<file path="config.mk">
export PLATFORM = sky130hd
export DESIGN_NAME = cam_capture
export DESIGN_NICKNAME = d
export VERILOG_FILES = /design/src/rtl/cam_capture.sv
export SDC_FILE = /design/constraint.sdc
export NUM_CORES = 1
export LEC_CHECK = 0
export ABC_AREA = 1
export CAP_MARGIN = 20
export CORE_AREA = 2 2 90 92
export CTS_CLUSTER_DIAMETER = 150
export DETAILED_ROUTE_END_ITERATION = 10
export DIE_AREA = 0 0 92 94
export PLACE_DENSITY_LB_ADDON = 0.15
export SLEW_MARGIN = 20
export SYNTH_ARGS = -nofsm -noshare
export SYNTH_HDL_FRONTEND = slang
export SYNTH_SLANG_ARGS = --single-unit
</file>
<file path="constraint.sdc">
create_clock -name clk -period 3.1 [get_ports clk]
set_input_delay 0.62 -clock clk [delete_from_list [all_inputs] [get_ports clk]]
set_output_delay 0.62 -clock clk [all_outputs]
set_load 0.05 [all_outputs]
</file>
<file path="src/rtl/cam_capture.sv">
`timescale 1ns/1ps
// cam_capture: oversamples an OV-style parallel camera bus and pairs bytes into 16-bit pixels with x/y and frame/line markers.
// Latency: pixel_valid and all markers are registered 2 clk after the edge that first registers the causing sensor level.
// No backpressure: each pixel is a one-cycle strobe; pixel/x/y hold until the next strobe.
module cam_capture #(
  parameter int H_PIXELS = 640,
  parameter int V_LINES  = 480
) (
  input  logic        clk,
  input  logic        rst,
  input  logic        apclk,
  input  logic        ahref,
  input  logic        avsync,
  input  logic [7:0]  adata,
  output logic [15:0] pixel,
  output logic        pixel_valid,
  output logic [9:0]  x,
  output logic [8:0]  y,
  output logic        frame_start,
  output logic        line_end,
  output logic        frame_end,
  output logic        frame_err
);

  localparam logic [1:0] S_WAIT_FRAME = 2'd0;
  localparam logic [1:0] S_BLANK      = 2'd1;
  localparam logic [1:0] S_LINE       = 2'd2;

  localparam logic [9:0] H_MAX = 10'(H_PIXELS);
  localparam logic [8:0] V_MAX = 9'(V_LINES);

  logic       r_apclk_s1, r_apclk_s2, r_pclk_d;
  logic       r_ahref_s1, r_ahref_s2;
  logic       r_avsync_s1, r_avsync_s2, r_avsync_d;
  logic [7:0] r_adata_s1, r_adata_s2;

  logic [1:0] r_state;
  logic       r_phase;     // 1 when a high byte is waiting for its partner
  logic [7:0] r_hi;
  logic [9:0] r_col;       // pixels emitted on the current line, saturates at H_MAX
  logic [8:0] r_row;       // lines accepted in the current frame, saturates at V_MAX

  logic w_pclk_rise, w_vs_rise, w_vs_fall;

  // Two-flop synchronizers for every sensor pin, plus one delay stage for edge detection
  always_ff @(posedge clk) begin
    if (rst) begin
      r_apclk_s1  <= 1'b0;
      r_apclk_s2  <= 1'b0;
      r_pclk_d    <= 1'b0;
      r_ahref_s1  <= 1'b0;
      r_ahref_s2  <= 1'b0;
      r_avsync_s1 <= 1'b0;
      r_avsync_s2 <= 1'b0;
      r_avsync_d  <= 1'b0;
      r_adata_s1  <= 8'h00;
      r_adata_s2  <= 8'h00;
    end else begin
      r_apclk_s1  <= apclk;
      r_apclk_s2  <= r_apclk_s1;
      r_pclk_d    <= r_apclk_s2;
      r_ahref_s1  <= ahref;
      r_ahref_s2  <= r_ahref_s1;
      r_avsync_s1 <= avsync;
      r_avsync_s2 <= r_avsync_s1;
      r_avsync_d  <= r_avsync_s2;
      r_adata_s1  <= adata;
      r_adata_s2  <= r_adata_s1;
    end
  end

  assign w_pclk_rise = r_apclk_s2 & ~r_pclk_d;
  assign w_vs_rise   = r_avsync_s2 & ~r_avsync_d;
  assign w_vs_fall   = ~r_avsync_s2 & r_avsync_d;

  // Frame/line FSM: pairs bytes into pixels and raises markers; a vsync rise outranks any byte sample
  always_ff @(posedge clk) begin
    if (rst) begin
      r_state     <= S_WAIT_FRAME;
      r_phase     <= 1'b0;
      r_hi        <= 8'h00;
      r_col       <= 10'd0;
      r_row       <= 9'd0;
      pixel       <= 16'h0000;
      pixel_valid <= 1'b0;
      x           <= 10'd0;
      y           <= 9'd0;
      frame_start <= 1'b0;
      line_end    <= 1'b0;
      frame_end   <= 1'b0;
      frame_err   <= 1'b0;
    end else begin
      pixel_valid <= 1'b0;
      frame_start <= 1'b0;
      line_end    <= 1'b0;
      frame_end   <= 1'b0;
      case (r_state)
        S_WAIT_FRAME: begin
          if (w_vs_fall) begin
            frame_start <= 1'b1;
            frame_err   <= 1'b0;
            r_row       <= 9'd0;
            r_state     <= S_BLANK;
          end
        end
        S_BLANK, S_LINE: begin
          if (w_vs_rise) begin
            // Frame exit: partial line or wrong line count both mark the frame bad
            frame_end <= 1'b1;
            if (r_state == S_LINE || r_row != V_MAX) frame_err <= 1'b1;
            r_phase   <= 1'b0;
            r_state   <= S_WAIT_FRAME;
          end else if (w_pclk_rise) begin
            if (r_state == S_BLANK) begin
              if (r_ahref_s2) begin
                r_hi    <= r_adata_s2;
                r_phase <= 1'b1;
                r_col   <= 10'd0;
                r_state <= S_LINE;
                // Line beyond the frame height: tracked but never emitted
                if (r_row == V_MAX) frame_err <= 1'b1;
              end
            end else if (r_ahref_s2) begin
              if (!r_phase) begin
                r_hi    <= r_adata_s2;
                r_phase <= 1'b1;
              end else begin
                r_phase <= 1'b0;
                if (r_row == V_MAX) begin
                  // surplus line: swallow silently
                end else if (r_col == H_MAX) begin
                  frame_err <= 1'b1;
                end else begin
                  pixel       <= {r_hi, r_adata_s2};
                  x           <= r_col;
                  y           <= r_row;
                  pixel_valid <= 1'b1;
                  r_col       <= r_col + 10'd1;
                end
              end
            end else begin
              // ahref low: the line is over; an unpaired byte is dropped
              r_state <= S_BLANK;
              r_phase <= 1'b0;
              if (r_row != V_MAX) begin
                line_end <= 1'b1;
                r_row    <= r_row + 9'd1;
                if (r_phase) frame_err <= 1'b1;
              end
            end
          end
        end
        default: r_state <= S_WAIT_FRAME;
      endcase
    end
  end

endmodule

</file>
==> flow_summary.toml <==
[status]
run_status = "completed"

[detailed_routing]
drtIter0Drc = 174
viasPerCell = 4.79
drc = 0
drt_first_pass_iters = 5
num_vias = 3279
ant_nets = 0
avgRoutedWirePerCell_um = 11.5
drt-total-wl_mm = 7.85

[clock_tree]
cts_tree = "done"
cts_htree_levels = 3
clk-insertion-delay-late_ns = 0.36
clock-sinks = 94
root_buffer = "clkbuf_8"
postCtsHoldBufs = 0
clk_pin_slew_ns = 0.09
clock_path_buffers = 2
cts_buffers = 9
cts_resized = 0
cts_setup_buffers = 0

[sta]
finalSetupViolCount = 0
final.period_utilization_pct = 85.1
maxSlewViolCount = 0
fmax_mhz = 379
hold_viol_final = 0
slew_headroom_pct = 65.9
post-route-min-period_ns = 2.64
rsz0062_at_grt = "no"
skew_ns = 0.00906
tns_ns = 0
tightest_slew_ns = 0.510

[setup_path]
critPathKind = "reg -> reg"
end_kind = "flip-flop"
cp_slowest_cell = "ha_1"
cp-startpoint = "r_state[0]"
r2r_start = "r_state[0]"
path_cells = "inv_1 > ha_1 > inv_4 > nor2_4 > nand2_2 > nor3_4 > nand3_4 > buf_4 > o21ai_1 > a21oi_1"
setup.worst_path.start_class = "flip-flop"
crit_family = "simple AND/OR/NAND/NOR gates"
crit_fanout = 40
crit_arrival_ns = 2.88
path_buf_inv = 3
critPathRequiredTime_ns = 3.34
max_stage_delay_ns = 0.49

[die]
core_sq_um = 7610
std_cell_rows = 32
die_w_um = 92
start_util_pct = 54.4
die_h_um = 94
dieArea_sq_um = 8650
io_pins = 53

[power_and_ir_drop]
powerDensity_nw_per_um2 = 497
leakage_nw = 1.87
ir_drop_uv = 213

[yosys]
netlist_area_sq_um = 4140
synthCells = 532
ys_seq_area_share_pct = 45.5
synth_fa_ha_area_share_pct = 2.72
synthMuxAreaShare_pct = 0
yosys_warnings = 0
synth_top_flop_cell = "dfxtp_1"
synth_compound_area_share_pct = 16.4
synth_top_family_by_area = "simple AND/OR/NAND/NOR gates"
syn_avg_cell_area_sq_um = 7.78
synth_top_cell_area_share_pct = 45.5
yosysMostFrequentCell = "dfxtp_1"
synthSimpleGateAreaFrac_pct = 21.0
synthArstFlopShare_pct = 0
synth_cell_type_count = 31
synth_seq_cells = 94
synth_commonest_cells = "dfxtp_1, inv_1, nor2_1"
yosysTopAreaCell = "dfxtp_1"
synth-edff-count = 0
synth_nets = 554
synthXorXnorAreaFrac_pct = 1.69
synthTopCellsByArea = "dfxtp_1, inv_1, nor2_1"

[grt]
track_usage_pct = 19.6
grt_pass1_wl_mm = 13.6
grt-ovfl-total = 0
grt_antenna_before_repair = 0
grt_max_degree = 49
grt_pass1_vias = 3005

[place]
hpwl_mm = 5.64
portBuffers = 52
placed_cells = 668
gp_congestion = 0.870

[layout]
syn_to_final_growth_pct = 17.0
drive_above_1_share_pct = 11.5
antenna_cells = 0
nNetsFinal = 599
final_cells = 684

[hold_path]
holdCritStartpoint = "r_apclk_s1"
hp-class = "reg -> reg"

[job]
maxCapViolations = 0
-- power by group --
part           internal, mW  switching, mW  total (mW)  leakage, nW
combinational         0.120          0.260       0.381         1.01
clock                 0.311          0.453       0.765       0.0984
sequential             1.24         0.0212        1.26        0.763
-- cell usage in the layout, fill, tap and decap left out, types with 6 or more instances in the layout --
| cell | n |
|---|---|
| clkbuf_8 | 9 |
| nand3_1 | 23 |
| a21oi_1 | 50 |
| nor2_1 | 70 |
| a21oi_2 | 12 |
| inv_1 | 92 |
| clkdlybuf4s50_1 | 52 |
| ha_1 | 9 |
| nor3_1 | 6 |
| dfxtp_1 | 94 |
| o21ai_2 | 9 |
| nand2_1 | 61 |
| o21ai_1 | 27 |
| nor2_2 | 6 |
| o21ai_0 | 16 |
-- layer usage --
| layer | vias up | track usage (%) | routed length [um] |
|---|---|---|---|
| met2 | 62 | 32.1 | 3680 |
| li1 | 1755 | - | - |
| met4 | 0 | 8.96 | 101 |
| met3 | 8 | 3.13 | 288 |
| met1 | 1454 | 25.5 | 3790 |
| met5 | - | 0 | 0 |
-- cell families (layout without fill, tap and decap cells) --
group                      Yosys count  after routing
and+or+nand+nor                    186            186
buffers and inverters              118            168
AOI/OAI and AO/OA                  117            117
adders and majority gates            9              9
xor gates and xnor gates             8              8
DFF                                 94             94
-- final timing paths --
path | endpoint | slack [ns] | cells past startpoint
setup / recovery | x[3] | 0.46 | 10
hold / removal | r_apclk_s2 | 0.40 | 2
setup reg to reg | x[3] | 0.46 | 10
hold reg to reg | r_apclk_s2 | 0.40 | 2
-- sequential cells by signal, indices dropped and copies added, names as in the netlist, 2 cells and up --
signal / count
r_row: 9
r_adata_s1: 8
r_col: 10
r_state: 2
y: 9
x: 10
pixel: 16
r_hi: 8
r_adata_s2: 8
-- tightest hold or removal path: stages (launching register included) --
cell and delay [ns]:
dfxtp_1 0.31, inv_1 0.04, nor2_1 0.03
-- per-stage QoR --
| stage | power (mW) | hold WS [ns] | cell area [sq um] | utilization [%] | worst slack [ns] |
|---|---|---|---|---|---|
| 6_report | 2.40 | 0.402 | 4840 | 63.6 | 0.461 |
| 3_5_place_dp | 1.66 | 0.393 | 4650 | 61.2 | 0.459 |
| 3_3_place_gp | 1.66 | 0.394 | 4650 | 61.2 | 0.585 |
| 5_1_grt | 2.53 | 0.421 | 4840 | 63.6 | 0.189 |
| 2_1_floorplan | 1.59 | 0.388 | 4140 | - | 1.31 |
| 4_1_cts | 2.43 | 0.401 | 4840 | 63.6 | 0.449 |
-- final cells by class --
cell class	count	area [sq um]
Sequential cell	94	1880
Timing Repair Buffer	56	551
Inverter	96	363
Fill cell	686	2770
Multi-Input combinational cell	320	1730
Clock inverter	7	62.6
Tap cell	102	128
Clock buffer	9	124
Note: power is estimated with default switching activity, not from simulation.
